[src/rtl/regseq_pkg.sv]
// Shared definitions for the register-file sequencer: opcodes, FSM states and
// instruction field positions.
package regseq_pkg;

    localparam int unsigned INSTR_W  = 16;

    localparam int unsigned OPC_MSB  = 15;
    localparam int unsigned OPC_LSB  = 12;
    localparam int unsigned DEST_MSB = 11;
    localparam int unsigned DEST_LSB = 8;
    localparam int unsigned SRC1_MSB = 7;
    localparam int unsigned SRC1_LSB = 4;
    localparam int unsigned SRC2_MSB = 3;
    localparam int unsigned SRC2_LSB = 0;
    localparam int unsigned IMM_MSB  = 7;
    localparam int unsigned IMM_LSB  = 0;

    typedef logic [3:0] opcode_t;

    localparam opcode_t OP_LOAD    = 4'h0;
    localparam opcode_t OP_ADD     = 4'h1;
    localparam opcode_t OP_ADDI    = 4'h2;
    localparam opcode_t OP_SUB     = 4'h3;
    localparam opcode_t OP_SUBI    = 4'h4;
    localparam opcode_t OP_AND     = 4'h5;
    localparam opcode_t OP_OR      = 4'h6;
    localparam opcode_t OP_XOR     = 4'h7;
    localparam opcode_t OP_NOT     = 4'h8;
    localparam opcode_t OP_SHL     = 4'h9;
    localparam opcode_t OP_SHR     = 4'hA;
    localparam opcode_t OP_MUL     = 4'hB;
    localparam opcode_t OP_DISPLAY = 4'hC;
    localparam opcode_t OP_CLEAR   = 4'hD;

    typedef enum logic [1:0] {
        S_IDLE,
        S_READ,
        S_WRITE,
        S_CLEAR
    } state_e;

endpackage

[src/rtl/regseq_alu.sv]
// Combinational ALU for the sequencer. writes_o flags opcodes that write back;
// carry_o is carry-out for ADD/ADDI and borrow for SUB/SUBI.
module regseq_alu
    import regseq_pkg::*;
#(
    parameter int unsigned DATA_W = 16
) (
    input  opcode_t           op_i,
    input  logic [DATA_W-1:0] a_i,
    input  logic [DATA_W-1:0] b_i,
    input  logic [7:0]        imm_i,
    output logic [DATA_W-1:0] y_o,
    output logic              carry_o,
    output logic              writes_o
);

    logic [DATA_W-1:0] imm4;
    logic [DATA_W-1:0] imm8;

    assign imm4 = DATA_W'(imm_i[3:0]);
    assign imm8 = DATA_W'(imm_i);

    always_comb begin
        y_o      = '0;
        carry_o  = 1'b0;
        writes_o = 1'b1;
        case (op_i)
            OP_LOAD:    y_o = imm8;
            OP_ADD:     {carry_o, y_o} = {1'b0, a_i} + {1'b0, b_i};
            OP_ADDI:    {carry_o, y_o} = {1'b0, a_i} + {1'b0, imm4};
            // Top bit of the widened difference is the borrow.
            OP_SUB:     {carry_o, y_o} = {1'b0, a_i} - {1'b0, b_i};
            OP_SUBI:    {carry_o, y_o} = {1'b0, a_i} - {1'b0, imm4};
            OP_AND:     y_o = a_i & b_i;
            OP_OR:      y_o = a_i | b_i;
            OP_XOR:     y_o = a_i ^ b_i;
            OP_NOT:     y_o = ~a_i;
            OP_SHL:     y_o = a_i << imm_i[3:0];
            OP_SHR:     y_o = a_i >> imm_i[3:0];
            OP_MUL:     y_o = a_i * b_i;
            OP_DISPLAY: begin
                y_o      = a_i;
                writes_o = 1'b0;
            end
            default:    writes_o = 1'b0;
        endcase
    end

endmodule

[src/rtl/regfile_sequencer.sv]
// Multi-cycle controller driving a register file: IDLE -> READ -> WRITE, or a
// NUM_REGS-cycle CLEAR sweep. Optional status flags under REGSEQ_FLAGS_EN.
module regfile_sequencer
    import regseq_pkg::*;
#(
    parameter int unsigned DATA_W   = 16,
    parameter int unsigned ADDR_W   = 4,
    parameter int unsigned NUM_REGS = 16
) (
    input  logic               clk,
    input  logic               reset,
    input  logic               instr_valid,
    input  logic [INSTR_W-1:0] instr,
    output logic               instr_ready,
    output logic [ADDR_W-1:0]  rf_src1,
    output logic [ADDR_W-1:0]  rf_src2,
    input  logic [DATA_W-1:0]  rf_rdata1,
    input  logic [DATA_W-1:0]  rf_rdata2,
    output logic [ADDR_W-1:0]  rf_dest,
    output logic [DATA_W-1:0]  rf_wdata,
    output logic               rf_we,
    output logic               busy,
    output logic               done,
`ifdef REGSEQ_FLAGS_EN
    output logic               flag_z,
    output logic               flag_n,
    output logic               flag_c,
`endif
    output logic [DATA_W-1:0]  result
);

    localparam logic [ADDR_W-1:0] CLR_LAST = ADDR_W'(NUM_REGS - 1);

    state_e               state_q;
    logic [INSTR_W-1:0]   instr_q;
    logic [ADDR_W-1:0]    rf_src1_q, rf_src2_q, rf_dest_q, cnt_q;
    logic [DATA_W-1:0]    rf_wdata_q, result_q;
    logic                 rf_we_q, done_q;

    opcode_t              op;
    logic [DATA_W-1:0]    alu_y;
    logic                 alu_carry, alu_writes;

    assign op = instr_q[OPC_MSB:OPC_LSB];

    regseq_alu #(
        .DATA_W (DATA_W)
    ) u_alu (
        .op_i     (op),
        .a_i      (rf_rdata1),
        .b_i      (rf_rdata2),
        .imm_i    (instr_q[IMM_MSB:IMM_LSB]),
        .y_o      (alu_y),
        .carry_o  (alu_carry),
        .writes_o (alu_writes)
    );

`ifdef REGSEQ_FLAGS_EN
    logic carry_q, flag_z_q, flag_n_q, flag_c_q;
`else
    logic unused_carry;
    assign unused_carry = alu_carry;
`endif

    always_ff @(posedge clk or posedge reset) begin
        if (reset) begin
            state_q    <= S_IDLE;
            instr_q    <= '0;
            rf_src1_q  <= '0;
            rf_src2_q  <= '0;
            rf_dest_q  <= '0;
            rf_wdata_q <= '0;
            rf_we_q    <= 1'b0;
            done_q     <= 1'b0;
            result_q   <= '0;
            cnt_q      <= '0;
`ifdef REGSEQ_FLAGS_EN
            carry_q    <= 1'b0;
            flag_z_q   <= 1'b0;
            flag_n_q   <= 1'b0;
            flag_c_q   <= 1'b0;
`endif
        end else begin
            unique case (state_q)
                S_IDLE: begin
                    if (instr_valid) begin
                        instr_q   <= instr;
                        rf_src1_q <= ADDR_W'(instr[SRC1_MSB:SRC1_LSB]);
                        rf_src2_q <= ADDR_W'(instr[SRC2_MSB:SRC2_LSB]);
                        state_q   <= S_READ;
                    end
                end
                S_READ: begin
                    if (op == OP_CLEAR) begin
                        state_q    <= S_CLEAR;
                        cnt_q      <= '0;
                        rf_dest_q  <= '0;
                        rf_wdata_q <= '0;
                        rf_we_q    <= 1'b1;
                        done_q     <= 1'b0;
                    end else begin
                        state_q    <= S_WRITE;
                        rf_dest_q  <= ADDR_W'(instr_q[DEST_MSB:DEST_LSB]);
                        rf_wdata_q <= alu_y;
                        rf_we_q    <= alu_writes;
                        done_q     <= 1'b1;
`ifdef REGSEQ_FLAGS_EN
                        carry_q    <= alu_carry;
`endif
                    end
                end
                S_WRITE: begin
                    state_q <= S_IDLE;
                    rf_we_q <= 1'b0;
                    done_q  <= 1'b0;
                    if (alu_writes || op == OP_DISPLAY) begin
                        result_q <= rf_wdata_q;
                    end
`ifdef REGSEQ_FLAGS_EN
                    if (alu_writes) begin
                        flag_z_q <= (rf_wdata_q == '0);
                        flag_n_q <= rf_wdata_q[DATA_W-1];
                        flag_c_q <= carry_q;
                    end
`endif
                end
                S_CLEAR: begin
                    // Leaving through IDLE is the only way the counter wraps.
                    if (cnt_q == CLR_LAST) begin
                        state_q  <= S_IDLE;
                        rf_we_q  <= 1'b0;
                        done_q   <= 1'b0;
                        result_q <= '0;
                        cnt_q    <= '0;
                    end else begin
                        cnt_q     <= cnt_q + 1'b1;
                        rf_dest_q <= cnt_q + 1'b1;
                        done_q    <= ((cnt_q + 1'b1) == CLR_LAST);
                    end
                end
                default: state_q <= S_IDLE;
            endcase
        end
    end

    assign instr_ready = (state_q == S_IDLE);
    assign busy        = (state_q != S_IDLE);
    assign rf_src1     = rf_src1_q;
    assign rf_src2     = rf_src2_q;
    assign rf_dest     = rf_dest_q;
    assign rf_wdata    = rf_wdata_q;
    assign rf_we       = rf_we_q;
    assign done        = done_q;
    assign result      = result_q;
`ifdef REGSEQ_FLAGS_EN
    assign flag_z      = flag_z_q;
    assign flag_n      = flag_n_q;
    assign flag_c      = flag_c_q;
`endif

endmodule
[config.mk]
export PLATFORM = sky130hd
export DESIGN_NAME = regfile_sequencer
export DESIGN_NICKNAME = d
export VERILOG_FILES = /design/src/rtl/regseq_pkg.sv /design/src/rtl/regseq_alu.sv /design/src/rtl/regfile_sequencer.sv
export SDC_FILE = /design/constraint.sdc
export NUM_CORES = 1
export LEC_CHECK = 0
export ABC_AREA = 1
export BUFFER_PORTS_ARGS = -buffer_cell sky130_fd_sc_hd__buf_2
export CAP_MARGIN = 15
export CORE_MARGIN = 3
export CORE_UTILIZATION = 40
export CTS_CLUSTER_SIZE = 25
export DETAILED_ROUTE_END_ITERATION = 12
export SLEW_MARGIN = 5
export SYNTH_ARGS = -nofsm -noshare
export SYNTH_HDL_FRONTEND = slang
export SYNTH_SLANG_ARGS = --single-unit
[constraint.sdc]
create_clock -name clk -period 4.23 [get_ports clk]
set_clock_uncertainty 0.2 [all_clocks]
set_input_delay 0.6345 -clock clk [delete_from_list [all_inputs] [get_ports clk]]
set_output_delay 0.6345 -clock clk [all_outputs]
set_load 0.01 [all_outputs]
==> flow_summary.ini, run 1 <==
[floorplanning]
fp.dieH_um = 170
start_util_pct = 41.1
core_um2 = 26300
die_x_um = 170
die_area_um2 = 29000
rows = 59
io-pin-count = 99

[logic_synthesis]
ys_seq_area_share_pct = 13.9
syn_area_um2 = 10800
synth_top_area_share_pct = 15.0
yosys_warnings = 0
yosys.area.top_type = fa_1
async_reset_ff_share_pct = 100
ys_ff_latch = 60
netlist_instances = 1614
synth_area_leaders = fa_1 15%, nand2_1 14%, dfrtp_1 14%
synth_flop_cell = dfrtp_1
synth_edf_count = 0
synthesis.area_per_instance_um2 = 6.69
yosysUniqueCellTypes = 63
synth_fp_nets = 1847

[sta]
fin_crit_ns = 5.33
setup_ws_ns = -1.10
slew_headroom_pct = 33.9
hold_viol = 0
drv_slew = 0
holdWs_ns = 0.299
rsz0062_at_grt = true
finalSetupTns_ns = -9.00
fmax_mhz = 188
setup_viol = 11
final.period_utilization_pct = 126
tightest_slew_ns = 0.990

[route]
wl_per_cell_um = 19.6
drc = 0
ant_nets = 0
vias = 11400
dr.pass1.iters = 6
detail_route.vias_per_cell = 5.31
drt-initial-drc-count = 929
drt-total-wl_um = 42300

[finish]
regArea_um2 = 1500
num_antenna_cells = 0
drive_gt1_share_pct = 24.7
utilization_pct = 52.3
instances_no_fill = 2154
nets = 2047
area_growth_pct = 27.1
stdcell_area_um2 = 13700
multi_input_area_um2 = 8240
fillers = 2620

[placed_design]
place_ws_ns = -1.63
dp_hpwl_um = 34600
gp_congestion = 1.06
dp.cells = 2128
numPortBuffers = 98
placed_area_um2 = 12700

[worst_hold_path]
hp-class = reg2reg
min_to = done
hold_start = done
worstHoldPathCells = 2

[clock_network]
clock_sinks = 60
cts_tree = done
clock_path_buffers = 2
root_buffer = clkbuf_16
cts_htree_levels = 3
cts_buffers = 9
clkLatencyLatePin_ns = 0.33
cts-hold-fix-buffers = 0
cts.reportedPaths.clkPinSlew_ns = 0.06

[critical_path]
path_max_fanout = 9
reg2regPathDepth = 17
r2r_start = instr_q[14]
critical_path_required_ns = 4.25
criticalPathCategory = in2reg
critPathLaunchType = primary input
worstReg2RegEnd = rf_wdata[14]
rrSetupSlack_ns = 0.25
worst_setup_path_end_kind = flip-flop
crit_arrival_ns = 5.34

[global_routing]
first_global_vias = 11300
overflow = 0
grt_first_pass_wirelength_um = 65600
grt_max_degree = 47
antenna_found_initial = 0
grtUsageTotal_pct = 29.2

[pwr]
power.leakage_nw = 7.44
finalPower_mw = 9.98
p_per_area_nw_per_um2 = 727
ir_worst_vdd_v = 0.000507

[flow_run]
maxCapViolCount = 0

[run_status]
violations = setup timing
outcome = finished, violations left
per-layer routing:
layer	part of all wire, %	routed length (um)	global-route usage, %	vias to the layer above
met5	0	0	0	-
met4	4.0	1700	10.3	0
met3	7.3	3100	3.00	95
met2	46	19300	47.6	515
met1	43	18100	40.5	5353
li1	-	-	-	5481
cells in the final DEF, fill, tap and decap left out, types with 7 or more instances in the layout:
cell	instances
nand4_1	16
o22ai_1	15
buf_6	17
nand2_1	387
nand2_4	10
buf_4	152
inv_1	307
nor2_1	88
nand2_2	24
a21oi_1	66
buf_2	80
nor2_4	13
dfrtp_1	60
ha_4	20
o21ai_0	97
ha_1	81
fa_1	75
a211oi_1	7
nand3_1	49
nor3_1	7
o32ai_1	12
xor2_1	14
buf_12	8
inv_2	36
o21a_1	7
nand3_2	11
o21ai_1	19
clkbuf_16	9
timing repair:
| item | CTS | global route |
|---|---|---|
| setup buffers | 9 | 2 |
| pin swaps | 50 | 29 |
| endpoints found under the setup margin | 12 | 12 |
| gates resized for setup | 137 | 33 |
synth_stat cells, types with 8 or more instances:
master,instances
xor2_1,14
buf_2,19
buf_4,19
nand3_1,60
o22ai_1,16
nor3_1,10
nor2_1,97
nand2_1,414
fa_1,81
nand4_1,16
a21oi_1,71
ha_1,101
o32ai_1,13
o21ai_1,14
clkbuf_1,29
inv_2,18
o21ai_0,103
a211oi_1,8
dfrtp_1,60
inv_1,326
power breakdown:
group	leakage, nW	total, mW	internal (mW)	switching (mW)
sequential	0.751	1.00	0.799	0.202
clock	0.127	0.691	0.410	0.281
combinational	6.56	8.29	3.41	4.88
total	7.44	9.98	4.62	5.37
logic make-up after synthesis:
kind of cell,share of synthesized area (%)
buffers and inverters,15.8
flip-flops,13.9
XOR/XNOR,1.62
multiplexers,1.08
AND/OR/NAND/NOR,25.6
adder cells (fa/ha/maj),26.7
AO/OA/AOI/OAI,15.3
final cells by class:
class / instances / share of cell area (%)
Multi-Input combinational cell: 1133 / 60.0
Inverter: 346 / 9.47
Timing Repair Buffer: 264 / 14.5
Sequential cell: 60 / 10.9
Clock inverter: 6 / 0.292
Tap cell: 335 / 3.05
Clock buffer: 10 / 1.74
critical path, cell delays in order:
cell and delay (ns):
buf_12 0.12, nand2_4 0.06, inv_2 0.03, fa_1 0.52, inv_1 0.05, fa_1 0.45
fa_1 0.49, fa_1 0.52, inv_1 0.05, fa_1 0.47, inv_1 0.05, fa_1 0.50
inv_2 0.05, ha_4 0.23, nand2_4 0.09, a21oi_2 0.05, nor3_2 0.25, buf_4 0.16
buf_6 0.08, nand4_1 0.10, nand3_2 0.12, nand4_1 0.11, nand2_1 0.10, nand2_1 0.05
sequential cells by signal, summed over array words and instances, names as in the netlist:
signal and cells:
rf_dest 4, state_q 2, done 1, result 16, rf_we 1, instr_q 16, rf_wdata 16, cnt_q 4
how the worst max path moves through the flow:
| stage | startpoint | end | slack, ns | depth (start not counted) |
|---|---|---|---|---|
| after detailed placement | rf_rdata2[3] | rf_wdata[14] | -1.63 | 21 |
| final | rf_rdata2[4] | rf_wdata[13] | -1.10 | 24 |
| after global routing | rf_rdata2[4] | rf_wdata[15] | -1.32 | 26 |
| after floorplan | rf_rdata1[5] | rf_wdata[15] | -1.20 | 26 |
| after CTS | rf_rdata2[4] | rf_wdata[14] | -1.08 | 23 |
| after global placement | rf_rdata2[1] | rf_wdata[15] | -1.54 | 27 |
Power figures use the tool's default switching activity.
==> run 2, diff against run 1 <==
--- a/config.mk
+++ b/config.mk
@@ -6,5 +6,5 @@
 export NUM_CORES = 1
 export LEC_CHECK = 0
-export ABC_AREA = 1
+export ABC_AREA = 0
 export BUFFER_PORTS_ARGS = -buffer_cell sky130_fd_sc_hd__buf_2
 export CAP_MARGIN = 15
==> constraint.sdc (replaced) <==
create_clock -name clk -period 4.23 [get_ports clk]
set_clock_uncertainty 0.2 [all_clocks]
set_input_delay 1.269 -clock clk [delete_from_list [all_inputs] [get_ports clk]]
set_output_delay 1.269 -clock clk [all_outputs]
set_load 0.01 [all_outputs]
==> flow_summary.ini, run 2 <==
[global_routing]
grt_first_pass_wirelength_um = 64800
overflow = 0
grtUsageTotal_pct = 31.7
grt_max_degree = 52
first_global_vias = 10700
antenna_found_initial = 1

[finish]
final_common_cell = buf_4
utilization_pct = 58.1
area_growth_pct = 41.2
mostFrequentLayoutCells = 227 x buf_4, 138 x nor2_1, 128 x nand2_1
drive_gt1_share_pct = 36.4
nets = 1801
fillers = 2235
num_antenna_cells = 0

[worst_hold_path]
min_to = rf_dest[1]
hold_start = rf_dest[1]
worstHoldPathCells = 2
hp-class = reg2reg

[clock_network]
cts_buffers = 9
cts_tree = done
cts_htree_levels = 3
clkLatencyLatePin_ns = 0.33
cts.reportedPaths.clkPinSlew_ns = 0.06
root_buffer = clkbuf_16
cts-hold-fix-buffers = 0
clock_path_buffers = 2
clock_sinks = 60

[critical_path]
criticalPathCategory = in2reg
worstReg2RegEnd = rf_wdata[13]
critPathLaunchType = primary input
path_max_fanout = 4
reg2regPathDepth = 14
worst_setup_path_end_kind = flip-flop
rrSetupSlack_ns = 0.26
critical_path_required_ns = 4.24
r2r_start = instr_q[13]
crit_arrival_ns = 6.02

[logic_synthesis]
synth_flop_cell = dfrtp_1
post-synth-top-count-cell = nor2_1
ys_top_cells_by_count = 155 x nor2_1, 153 x inv_1, 137 x nand2_1
ys_ff_latch = 60
synthesis.area_per_instance_um2 = 7.93
synth_fp_nets = 1506
synth_area_leaders = fa_1 16%, dfrtp_1 15%, ha_1 13%
async_reset_ff_share_pct = 100
yosys.area.top_type = fa_1
syn_area_um2 = 10100
synth_edf_count = 0
yosysUniqueCellTypes = 74
yosys_warnings = 0
netlist_instances = 1273
ys_seq_area_share_pct = 14.9
synth_top_area_share_pct = 16.1

[route]
drt-total-wl_um = 42800
drc = 0
wl_per_cell_um = 22.5
drt-initial-drc-count = 941
vias = 10700
dr.pass1.iters = 7
ant_nets = 0
detail_route.vias_per_cell = 5.64

[run_status]
violations = setup timing
outcome = finished, violations left

[sta]
setup_ws_ns = -1.78
hold_viol = 0
rsz0062_at_grt = true
finalSetupTns_ns = -16.59
setup_viol = 12
slew_headroom_pct = 20.5
fmax_mhz = 166
final.period_utilization_pct = 142
drv_slew = 0
fin_crit_ns = 6.01
tightest_slew_ns = 1.16

[pwr]
ir_worst_vdd_v = 0.000579
finalPower_mw = 12.4
p_per_area_nw_per_um2 = 873
power.leakage_nw = 6.66

[floorplanning]
core_um2 = 24500
rows = 57
die_area_um2 = 27200
fp.dieH_um = 165
start_util_pct = 41.2
io-pin-count = 99
die_x_um = 165

[flow_run]
maxCapViolCount = 0

[placed_design]
gp_congestion = 1.01
numPortBuffers = 98
dp_hpwl_um = 34700
place_ws_ns = -2.65
[run 2: cell type report]
class / count / area [um2] / area share [%]
Multi-Input combinational cell: 971 / 8420 / 59.1
Timing Repair Buffer: 364 / 2900 / 20.4
Sequential cell: 60 / 1500 / 10.5
Inverter: 162 / 716 / 5.02
Tap cell: 324 / 405 / 2.84
Clock buffer: 10 / 239 / 1.68
Clock inverter: 6 / 70.1 / 0.491
[run 2: cells by family after synthesis]
group / after synthesis / synth area share, %
AO/OA/AOI/OAI: 288 / 18.9
XOR/XNOR: 52 / 4.72
adder cells (fa/ha/maj): 182 / 28.6
buffers and inverters: 242 / 9.81
flip-flops: 60 / 14.9
multiplexers: 43 / 5.45
AND/OR/NAND/NOR: 406 / 17.7
[run 2: routing by layer]
| layer | global-route usage [%] | part of all wire [%] |
|---|---|---|
| met5 | 0 | 0 |
| met4 | 12.0 | 4.7 |
| met3 | 3.19 | 6.4 |
| met2 | 54.2 | 48 |
| met1 | 41.2 | 41 |
[run 2: timing repair]
item                                    CTS  global route
setup buffers                            23             9
endpoints found under the setup margin   12            13
resized for setup                       187            64
gates cloned                              0             0
pin swaps                                67            37
[run 2: worst max-delay path, stage by stage]
cell and delay [ns]:
buf_6 0.11, buf_6 0.12, ha_4 0.15, fa_1 0.47, inv_1 0.05, fa_1 0.48
inv_1 0.05, fa_1 0.52, fa_2 0.45, fa_1 0.49, inv_1 0.05, fa_1 0.49
inv_2 0.05, ha_4 0.27, buf_4 0.15, nand2_2 0.07, nand2_4 0.07, o31ai_4 0.23
buf_6 0.15, xnor2_4 0.07, a211oi_2 0.17, a31oi_1 0.10
[run 2: power breakdown]
part | leakage, nW | switching, mW | internal [mW]
registers | 0.729 | 0.272 | 0.855
clock network | 0.153 | 0.281 | 0.477
logic | 5.78 | 5.59 | 4.97
total | 6.66 | 6.14 | 6.30
[run 2: per-stage QoR]
step                      std cells  cell area, um2  hold WS (ns)
after detailed placement       1856           12700         0.268
after floorplan                1273           10500         0.280
after global routing           1897           14300         0.299
after global placement         1856           12700         0.263
final                          1897           14300         0.278
after CTS                      1890           13900         0.281
[run 2: worst max-delay path by stage]
stage,start,depth (start not counted),to
after floorplan,rf_rdata1[5],21,rf_wdata[14]
after CTS,rf_rdata2[1],20,rf_wdata[12]
after global routing,rf_rdata1[5],21,rf_wdata[14]
after global placement,rf_rdata2[3],22,rf_wdata[7]
after detailed placement,rf_rdata2[3],22,rf_wdata[7]
final,rf_rdata2[6],22,rf_wdata[15]
